===== src/rtl/div_unit_if.sv =====
// Request/result bundle between the control unit and the divider.
// master = control unit side, slave = divider side.
interface div_unit_if #(
    parameter int WIDTH = 32
);
    logic             divControl;
    logic [WIDTH-1:0] a;
    logic [WIDTH-1:0] b;
    logic             busy;
    logic             done;
    logic             div0;
    logic [WIDTH-1:0] hi;
    logic [WIDTH-1:0] lo;

    modport master (
        output divControl, a, b,
        input  busy, done, div0, hi, lo
    );

    modport slave (
        input  divControl, a, b,
        output busy, done, div0, hi, lo
    );
endinterface


===== src/rtl/div_unit.sv =====
// Signed restoring divider, one quotient bit per cycle, MIPS DIV semantics:
// lo = quotient, hi = remainder (sign of remainder follows the dividend).
//
// state | meaning
// IDLE  | waiting for divControl; b == 0 raises div0 and stays here
// RUN   | WIDTH restoring iterations on operand magnitudes
// FIX   | apply signs, write hi/lo, pulse done
module div_unit #(
    parameter int WIDTH = 32,
    parameter int CNT_W = 6
) (
    input  logic     clk,
    input  logic     reset,
    div_unit_if.slave bus
);
    typedef enum logic [1:0] {IDLE, RUN, FIX} state_t;

    state_t           state, state_nxt;
    logic [CNT_W-1:0] count;
    logic [WIDTH-1:0] dvd, divisor, rem;
    logic [WIDTH-1:0] hi_r, lo_r;
    logic [WIDTH-1:0] a_abs, b_abs;
    logic [WIDTH:0]   trial;
    logic             sign_q, sign_r;
    logic             done_r, div0_r;
    logic             start, zero_req;

    always_ff @(posedge clk or negedge reset) begin
        if (!reset) state <= IDLE;
        else        state <= state_nxt;
    end

    always_comb begin
        state_nxt = state;
        start     = 1'b0;
        zero_req  = 1'b0;
        case (state)
            IDLE: begin
                if (bus.divControl) begin
                    if (bus.b == '0) begin
                        zero_req = 1'b1;
                    end else begin
                        start     = 1'b1;
                        state_nxt = RUN;
                    end
                end
            end
            RUN:     if (count == CNT_W'(WIDTH - 1)) state_nxt = FIX;
            FIX:     state_nxt = IDLE;
            default: state_nxt = IDLE;
        endcase
    end

    // Magnitude of the most negative value wraps to itself and is read as unsigned.
    assign a_abs = bus.a[WIDTH-1] ? -bus.a : bus.a;
    assign b_abs = bus.b[WIDTH-1] ? -bus.b : bus.b;

    // rem < divisor <= 2^(WIDTH-1), so the shifted remainder fits and trial[WIDTH] is its sign.
    assign trial = {rem, dvd[WIDTH-1]} - {1'b0, divisor};

    always_ff @(posedge clk or negedge reset) begin
        if (!reset) begin
            count   <= '0;
            dvd     <= '0;
            divisor <= '0;
            rem     <= '0;
            sign_q  <= 1'b0;
            sign_r  <= 1'b0;
            hi_r    <= '0;
            lo_r    <= '0;
            done_r  <= 1'b0;
            div0_r  <= 1'b0;
        end else begin
            done_r <= 1'b0;
            div0_r <= zero_req;
            if (start) begin
                dvd     <= a_abs;
                divisor <= b_abs;
                rem     <= '0;
                sign_q  <= bus.a[WIDTH-1] ^ bus.b[WIDTH-1];
                sign_r  <= bus.a[WIDTH-1];
                count   <= '0;
            end else if (state == RUN) begin
                rem   <= trial[WIDTH] ? {rem[WIDTH-2:0], dvd[WIDTH-1]} : trial[WIDTH-1:0];
                dvd   <= {dvd[WIDTH-2:0], ~trial[WIDTH]};
                count <= count + CNT_W'(1);
            end else if (state == FIX) begin
                lo_r   <= sign_q ? -dvd : dvd;
                hi_r   <= sign_r ? -rem : rem;
                done_r <= 1'b1;
            end
        end
    end

    assign bus.busy = (state != IDLE);
    assign bus.done = done_r;
    assign bus.div0 = div0_r;
    assign bus.hi   = hi_r;
    assign bus.lo   = lo_r;
endmodule


===== src/flat_wrapper.sv =====
// flat-port wrapper written by rule: the top's interface ports become plain ports
module div_unit_flat 
#(
    parameter int WIDTH = 32,
    parameter int CNT_W = 6
)
  (clk, reset, bus_divControl, bus_a, bus_b, bus_busy, bus_done, bus_div0, bus_hi, bus_lo);
  div_unit_if #(.WIDTH(WIDTH)) bus_i ();
  input  logic clk;
  input  logic reset;
  input wire logic [$bits(bus_i.divControl)-1:0] bus_divControl;
  input wire logic [$bits(bus_i.a)-1:0] bus_a;
  input wire logic [$bits(bus_i.b)-1:0] bus_b;
  output wire logic [$bits(bus_i.busy)-1:0] bus_busy;
  output wire logic [$bits(bus_i.done)-1:0] bus_done;
  output wire logic [$bits(bus_i.div0)-1:0] bus_div0;
  output wire logic [$bits(bus_i.hi)-1:0] bus_hi;
  output wire logic [$bits(bus_i.lo)-1:0] bus_lo;
  assign bus_i.divControl = bus_divControl;
  assign bus_i.a = bus_a;
  assign bus_i.b = bus_b;
  assign bus_busy = bus_i.busy;
  assign bus_done = bus_i.done;
  assign bus_div0 = bus_i.div0;
  assign bus_hi = bus_i.hi;
  assign bus_lo = bus_i.lo;
  div_unit #(.WIDTH(WIDTH), .CNT_W(CNT_W)) u_core (.clk(clk), .reset(reset), .bus(bus_i));
endmodule

===== config.mk =====
export PLATFORM = sky130hd
export DESIGN_NAME = div_unit_flat
export DESIGN_NICKNAME = d
export VERILOG_FILES = /design/src/rtl/div_unit_if.sv /design/src/rtl/div_unit.sv /design/src/flat_wrapper.sv
export SDC_FILE = /design/constraint.sdc
export NUM_CORES = 1
export LEC_CHECK = 0
export CAP_MARGIN = 20
export CORE_MARGIN = 8
export CORE_UTILIZATION = 57
export CTS_CLUSTER_SIZE = 28
export DETAILED_ROUTE_END_ITERATION = 8
export GPL_TIMING_DRIVEN = 0
export PLACE_DENSITY = 0.91
export SYNTH_ARGS = -nofsm -noshare
export SYNTH_HDL_FRONTEND = slang
export SYNTH_SLANG_ARGS = --single-unit

===== constraint.sdc =====
create_clock -name clk -period 3.5 [get_ports clk]
set_input_delay 0.875 -clock clk [delete_from_list [all_inputs] [get_ports clk]]
set_output_delay 0.875 -clock clk [all_outputs]
set_load 0.005 [all_outputs]

==> results_dict.tcl <==
set metrics [dict create \
    status "complete, no violations" \
    total_power_w 0.0103 \
    clock_tree.root_cell "clkbuf_16" \
    die_w_um 154 \
    drive_above_1_share_pct 5.93 \
    ys_seq_elements 172 \
    clock_path_buffers 2 \
    reg2regPathDepth 13 \
    clk_pin_slew_ps 70 \
    hp-class "in2async" \
    r2r_setup_slack_ps 120 \
    drtAntennaViolNets 0 \
    synthCells 1270 \
    reg2reg_to "u_core.rem[28]$_DFFE_PN0N_" \
    end_kind "register" \
    grt.overflow.total 0 \
    final_util_pct 70.7 \
    worst-path-max-fanout 4 \
    ys_warn_count 0 \
    synth_edf_count 0 \
    io_buffer_count 132 \
    die_h_um 154 \
    finalCriticalPeriod_ps 3440 \
    cts_tree "done" \
    internal_power_w 0.00566 \
    antenna_cells 0 \
    place_hpwl_mm 23.9 \
    path_delay_family "simple AND/OR/NAND/NOR gates" \
    skew_ps 11.7 \
    grt_pass1_vias 10082 \
    leakagePower_nw 5.59 \
    fin_cells 1668 \
    p_switching_w 0.00468 \
    cp_slowest_cell "or4_4" \
    grt_pass1_wl_mm 51.5 \
    met3_usage_pct 6.08 \
    max_freq_mhz 291 \
    drt_wl_total_mm 32.3 \
    synth_nets 1375 \
    ys_seq_area_share_pct 39.7 \
    drv_cap 0 \
    synth_area_um2 10800 \
    grtUsageMet1_pct 33.5 \
    cts_max_level 4 \
    worst_ep_required_time_ps 3810 \
    clock-sinks 172 \
    rows 50 \
    final_cell_mix "o21ai_0, dfrtp_1, nand2_1" \
    clock_latency_ps 440 \
    dpl.cell_count 1637 \
    final_hold_viol_count 0 \
    grt_start_max_net_pins 103 \
    viasPerCell 6.22 \
    place.gp.congestion 0.918 \
    initial_core_util_pct 57.9 \
    synthFlopType "dfrtp_1" \
    pwr-share-seq_pct 31.8 \
    mostFrequentLayoutCell "o21ai_0" \
    ys_types 56 \
    critPathBufInv 1 \
    synth_area_per_cell_um2 8.53 \
    core_area_um2 18700 \
    dr.first_iter.drc_count 1143 \
    vdd_drop_max_uv 410 \
    track_usage_pct 26.7 \
    die_area_um2 23700 \
    slew_violations 0 \
    setup_violations 0 \
    timing.critical_path.arrival_ps 3750 \
    critPathLaunchType "input port" \
    cp_slowest_stage_delay_ps 570 \
    drt-pass1-iter-count 6 \
    critPathKind "in2reg" \
    slew_headroom_pct 50.3 \
    grt.busiest_layer "met2" \
    ios 134 \
    numCtsBuffers 17 \
    rr_startpoint "u_core.rem[26]$_DFFE_PN0N_" \
    power_density_nw_per_um2 782 \
    fin_crit_sh_pct 98.3 \
    layout.nets 1526 \
    async_reset_ff_share_pct 100 \
    power_frac_clock_pct 17.9 \
    cp_cell_sequence "clkdlybuf4s50_1, or4_4, nor2_4, nand2b_1, or3_1, nand2b_2, or3_4, o41ai_4, xor2_1, o21ai_0" \
    routedWlPerCell_um 19.4 \
    p_sw_share_pct 45.2 \
    num_vias 10367 \
    grt_use_met2_pct 43.5 \
    antenna_found_initial 0 \
    areaGrowthSynthToFinish_pct 22.0 \
    drcViolationCount 0 \
    worst_slew_pin_slew_ps 745 \
    pwr-share-comb_pct 50.2 \
]
==> registers in the layout, indices dropped and copies added, names as in the netlist <==
name / flops
u_core.bus.div0: 1
u_core.bus.done: 1
u_core.bus.hi: 32
u_core.bus.lo: 32
u_core.count: 6
u_core.divisor: 32
u_core.dvd: 32
u_core.rem: 32
u_core.sign_q: 1
u_core.sign_r: 1
u_core.state: 2
==> per-stage QoR <==
stage	area (um2)	hold slack, ps	TNS, ps	setup WS [ps]
3_3_place_gp	12500	460	-969950	-5170
2_1_floorplan	10800	450	0	124
4_1_cts	13100	407	0	3.83
5_1_grt	13200	439	-141	-61.8
6_report	13200	394	0	57.9
3_5_place_dp	12500	469	-92750	-1180
==> worst max-delay path by stage <==
stage	from	to	slack (ps)	cells after the start
after global placement	reset	u_core.bus.lo[3]$_DFFE_PN0P_	-5170	1
after detailed placement	bus_b[5]	u_core.state[0]$_DFFE_PN0P_	-1180	11
after CTS	bus_b[12]	u_core.rem[10]$_DFFE_PN0N_	4	10
after global routing	u_core.rem[3]$_DFFE_PN0N_	u_core.rem[27]$_DFFE_PN0N_	-60	11
final	bus_a[6]	u_core.dvd[26]$_DFFE_PN0N_	60	10
after floorplan	bus_b[12]	u_core.dvd[10]$_DFFE_PN0N_	120	9
==> Yosys cell counts, drive strengths merged, types with 2 or more instances <==
cell type	number	share of area (%)
nand4	11	0.63
mux2i	16	1.5
nor2b	9	0.52
nand2b	14	0.81
or3	15	0.87
a31oi	5	0.29
dfrtp	172	40
o41ai	17	1.4
a22oi	7	0.48
inv	59	2.0
a32oi	2	0.16
buf	13	0.47
o31ai	36	2.5
nand3	19	0.92
o221ai	2	0.16
nor3b	3	0.21
a21o	6	0.42
or4	20	1.5
xnor2	40	3.2
a221o	22	2.0
nand3b	4	0.28
a21boi	2	0.14
a211oi	2	0.14
or2	3	0.17
and3	3	0.17
and2	2	0.12
nor3	17	0.78
o22ai	2	0.12
nor2	85	2.9
nand2	170	5.9
xor2	104	8.4
o311ai	2	0.16
a21oi	65	3.0
o21a	2	0.14
o21ai	194	9.0
o211ai	9	0.62
ha	37	4.3
o21bai	2	0.14
clkbuf	54	1.9
nor4	14	0.95
==> power by group through the flow <==
| stage | clock (W) | sequential [W] | combinational [W] |
|---|---|---|---|
| final | 0.00185 | 0.00329 | 0.00520 |
| after CTS | 0.00185 | 0.00324 | 0.00502 |
| after global placement | 0 | 0.00322 | 0.00474 |
| after floorplan | 0 | 0.00301 | 0.00380 |
| after detailed placement | 0 | 0.00326 | 0.00491 |
| after global routing | 0.00194 | 0.00335 | 0.00574 |
==> cells by family (layout without fill, tap and decap cells) <==
family          Yosys count  count (layout)  synth area share [%]
simple gates            389             389                  16.7
compound gates          384             384                  21.5
flops                   172             172                  39.7
xor+xnor                144             144                  11.6
buf+inv                 126             290                  4.39
fa+ha+maj                38              38                  4.46
mux                      17              17                  1.58
==> final cells by class <==
| class | instances | area, um2 |
|---|---|---|
| sequential | 172 | 4300 |
| buffer | 64 | 295 |
| fill | 1356 | 5480 |
| clock inverter | 14 | 134 |
| timing repair buffer | 135 | 1370 |
| multi-input combinational | 972 | 6180 |
| tap | 234 | 293 |
| clock buffer | 18 | 429 |
| inverter | 59 | 221 |
==> layer usage <==
layer	vias to the layer above	wire, um
met2	580	15000
met5	-	0
met1	4869	13100
li1	4808	-
met3	110	3050
met4	0	1200
==> what timing repair did <==
action                     in CTS  in global routing
hold buffers                    0                  0
gates cloned                    0                  0
buffers inserted                0                  2
setup endpoints to repair      93                 98
gates resized for setup        35                 27
pin swaps                       0                  2
(Power assumes the default switching activity.)
